$ cat src/rtl/fetch_sequencer.sv
// Program counter and fetch controller for an 8-bit instruction memory.
// It resolves PC-relative jumps, detects the jump-to-self halt idiom, and supports single-step operation.
module fetch_sequencer #(
    parameter logic [7:0] RESET_PC = 8'h00
) (
    input  logic       clk,
    input  logic       RST,
    input  logic       run,
    input  logic       step,
    input  logic [7:0] instruction,
    input  logic       stall,
    output logic [7:0] Read_Address,
    output logic [7:0] ir,
    output logic       ir_valid,
    output logic       halted,
    output logic [7:0] instr_count
);

    typedef enum logic [1:0] {
        IDLE  = 2'd0,
        FETCH = 2'd1,
        EXEC  = 2'd2,
        HALT  = 2'd3
    } state_t;

    localparam logic [1:0] OP_JMP   = 2'b11;
    localparam logic [7:0] HALT_OP  = {OP_JMP, 6'b111111};

    state_t     state;
    logic [7:0] next_pc;
    logic [7:0] fetch_target;

    // The jump target is PC + 1 + sign-extended 6-bit offset, all modulo 256.
    always_comb begin
        fetch_target = Read_Address + 8'd1;
        if (instruction[7:6] == OP_JMP) begin
            fetch_target = Read_Address + 8'd1 + {{2{instruction[5]}}, instruction[5:0]};
        end
    end

    // NOTE: every register here uses non-blocking assignment, so all of them
    // update together on the edge and none can see another's new value in the same cycle.
    always_ff @(posedge clk or posedge RST) begin
        if (RST) begin
            state        <= IDLE;
            Read_Address <= RESET_PC;
            next_pc      <= RESET_PC;
            ir           <= 8'h00;
            ir_valid     <= 1'b0;
            halted       <= 1'b0;
            instr_count  <= 8'h00;
        end else begin
            unique case (state)
                IDLE: begin
                    if (run || step) begin
                        state <= FETCH;
                    end
                end

                FETCH: begin
                    ir       <= instruction;
                    next_pc  <= fetch_target;
                    ir_valid <= 1'b1;
                    state    <= EXEC;
                end

                EXEC: begin
                    // A stall takes priority, even over a halting instruction.
                    if (!stall) begin
                        instr_count <= instr_count + 8'd1;
                        ir_valid    <= 1'b0;
                        if (ir == HALT_OP) begin
                            halted <= 1'b1;
                            state  <= HALT;
                        end else begin
                            Read_Address <= next_pc;
                            state        <= run ? FETCH : IDLE;
                        end
                    end
                end

                HALT: begin
                    state <= HALT;
                end
            endcase
        end
    end

endmodule

$ cat config.mk
export PLATFORM = sky130hd
export DESIGN_NAME = fetch_sequencer
export DESIGN_NICKNAME = d
export VERILOG_FILES = /design/src/rtl/fetch_sequencer.sv
export SDC_FILE = /design/constraint.sdc
export NUM_CORES = 1
export LEC_CHECK = 0
export CORE_MARGIN = 10
export CORE_UTILIZATION = 50
export DETAILED_ROUTE_END_ITERATION = 16
export PLACE_DENSITY = 0.77
export SYNTH_ARGS = -nofsm -noshare
export SYNTH_HDL_FRONTEND = slang
export SYNTH_SLANG_ARGS = --single-unit
$ cat constraint.sdc
create_clock -name clk -period 4.4 [get_ports clk]
set_input_delay 0.44 -clock clk [delete_from_list [all_inputs] [get_ports clk]]
set_output_delay 0.44 -clock clk [all_outputs]
set_load 0.01 [all_outputs]
==> flow_summary.ini <==
[detailed_routing]
drt_iter0_drc = 108
detail-route-antenna-nets = 0
routedWlPerCell_um = 15.71
post-route-drc-count = 0
dr.pass1.iters = 4
routed_wl_um = 4272
vias_per_cell = 5.452
vias = 1483

[sta]
setup_ws_ns = 1.621
slew_viol_final = 0
worstMarginPinSlew_ns = 0.9654
tns_ns = 0
min_period_ns = 2.779
max_freq_mhz = 359.8
clock_skew_ns = 0.009868
finalCritPeriodShare_pct = 63.16
rsz0062_at_grt = false
setup_viol = 0
slew_headroom_pct = 35.64
finalHoldViolCount = 0

[place]
io_buffer_count = 38
placed_cells = 264
post-dp-hpwl_um = 3221
dp_slack_ns = 1.692
gp_congestion = 0.9430

[worst_setup_path]
required_ns = 4.55
worst-path-max-fanout = 8
critPathArrivalTime_ns = 2.93
crit_path_start_kind = flop
crit_type = reg -> reg
end_kind = flop

[yosys]
ys.flop_type = dfrtp_1
synth-async-reset-ratio_pct = 100.0
synth.area.top_cells = dfrtp_1 (46%), mux2_2 (9.8%), ha_1 (6.4%), xnor2_1 (4.5%), nand2_1 (3.1%)
syn_avg_cell_area_um2 = 10.75
synth_nets = 206
yosys_warnings = 0
synth_largest_area_cell = dfrtp_1
synth_area_um2 = 1957
yosys.area.top_type_share_pct = 46.04
ys_types = 42
synth-edff-count = 0
netlist_instances = 182
ys_seq_elements = 36
ys_seq_area_share_pct = 46.04

[clocking]
cts_root_buf = clkbuf_8
cts_sinks = 36
htree_levels = 2
numCtsBuffers = 5
cts_setup_buffers = 0
cts_resized = 0
cts_tree = yes
clock_latency_ns = 0.29
cts.clk_slew.worst_paths_ns = 0.07
hold_buffers = 0
clk_path_buf_depth = 2

[final_layout]
final_cell_mix = clkdlybuf4s50_1 (38), dfrtp_1 (36), mux2_2 (17)
fill_cells = 296
final_cell_count_no_fill = 272
diodes = 0
nets = 247
drive_gt1_share_pct = 13.39
syn_to_final_growth_pct = 26.34
mostFrequentLayoutCell = clkdlybuf4s50_1

[floorplan]
io_pins = 39
rows = 22
core-area_um2 = 3716
die_h_um = 82.56
die_w_um = 82.56
dieArea_um2 = 6816
start_util_pct = 52.66

[grt]
overflow = 0
top_usage_layer = met2
grt_max_degree = 37
grt_pass1_wl_um = 7196
track_usage_pct = 13.80
grt_use_met3_pct = 5.508
met2_usage_pct = 22.01
antenna_found_initial = 0
grt_pass1_vias = 1496
met1_usage_pct = 16.70

[run_status]
outcome = complete, no violations

[power]
p_int_w = 0.001064
swShare_pct = 38.33
cellLeakagePower_nw = 1.078
clock_power_share_pct = 13.3
ir_drop_uv = 435.3
combPwrFrac_pct = 51.1
switchingPower_w = 0.0006611
seq_power_share_pct = 35.6
p_per_area_nw_per_um2 = 697.6

[worst_hold_path]
hold_class = reg -> reg

[job]
maxCapViolCount = 0
==> worst paths after layout <==
check | startpoint | end | slack (ns) | depth (start not counted)
min reg2reg | halted | halted | 0.46 | 1
max in group asynchronous | RST | Read_Address[7] | 3.53 | 3
max | Read_Address[0] | next_pc[7] | 1.62 | 9
max reg2reg | Read_Address[0] | next_pc[7] | 1.62 | 9
min | halted | halted | 0.46 | 1
min in group asynchronous | RST | instr_count[5] | 0.55 | 3
==> cell usage after synthesis, types with 2 or more instances <==
library cell	number
dfrtp_1	36
mux2_2	17
nand2_1	16
nor2_1	13
ha_1	10
xnor2_1	10
o21ai_0	9
a21oi_1	7
nand3_1	7
nand4_1	5
xor2_1	5
a21o_1	4
clkbuf_1	4
inv_1	4
mux2i_1	4
nand2b_1	4
a211oi_1	2
==> routing by layer <==
| layer | up-vias | part of all wire, % | wire length [um] |
|---|---|---|---|
| met4 | 0 | 0.89 | 38 |
| met1 | 708 | 46 | 1948 |
| li1 | 736 | - | - |
| met2 | 34 | 47 | 2025 |
| met5 | - | 0 | 0 |
| met3 | 5 | 6.1 | 260 |
==> cell families (layout without fill, tap and decap cells) <==
group | Yosys count | in the layout | share of synthesized area, %
AND/OR/NAND/NOR | 56 | 56 | 14.90
flip-flops | 36 | 36 | 46.04
AO/OA/AOI/OAI | 33 | 33 | 11.13
multiplexers | 21 | 21 | 11.83
XOR/XNOR | 15 | 15 | 6.713
adder cells (fa/ha/maj) | 11 | 11 | 7.417
buffers and inverters | 10 | 52 | 1.981
==> power by group through the flow <==
stage          logic (W)  registers (W)  clock network (W)
2_1_floorplan   0.000514       0.000641                  0
3_3_place_gp    0.000857       0.000608                  0
3_5_place_dp    0.000885       0.000618                  0
4_1_cts         0.000891       0.000615           0.000237
5_1_grt         0.000980       0.000639           0.000254
6_report        0.000881       0.000614           0.000230
==> stage by stage <==
stage / hold slack [ns] / total power [W] / utilization, % / area, um^2
2_1_floorplan: 0.4446 / 0.001155 / - / 1957
3_3_place_gp: 0.4380 / 0.001465 / 64.18 / 2385
3_5_place_dp: 0.4440 / 0.001503 / 64.18 / 2385
4_1_cts: 0.4606 / 0.001743 / 66.53 / 2472
5_1_grt: 0.4969 / 0.001874 / 66.53 / 2472
6_report: 0.4551 / 0.001725 / 66.53 / 2472
==> area by class of cell <==
cell class	instances	area (um^2)	area share (%)
sequential	36	900.9	36.44
clock inverter	3	18.77	0.7591
tap	48	60.06	2.429
inverter	5	18.77	0.7591
multi-input combinational	136	1017	41.14
clock buffer	5	68.82	2.783
timing repair buffer	39	387.9	15.69
==> sequential cells by signal (all words and copies together), names as in the netlist <==
signal        flops
Read_Address      8
ir                8
halted            1
next_pc           8
ir_valid          1
state             2
instr_count       8
==> worst max-delay path, cell delays in order, from the launching register on <==
cell	delay (ns)
dfrtp_1	0.49
ha_1	0.23
nand3_1	0.12
xnor2_1	0.28
ha_1	0.34
a21oi_1	0.17
nand2_1	0.11
a2111oi_0	0.57
or4b_1	0.21
nand4b_1	0.12
(Power assumes the default switching activity.)
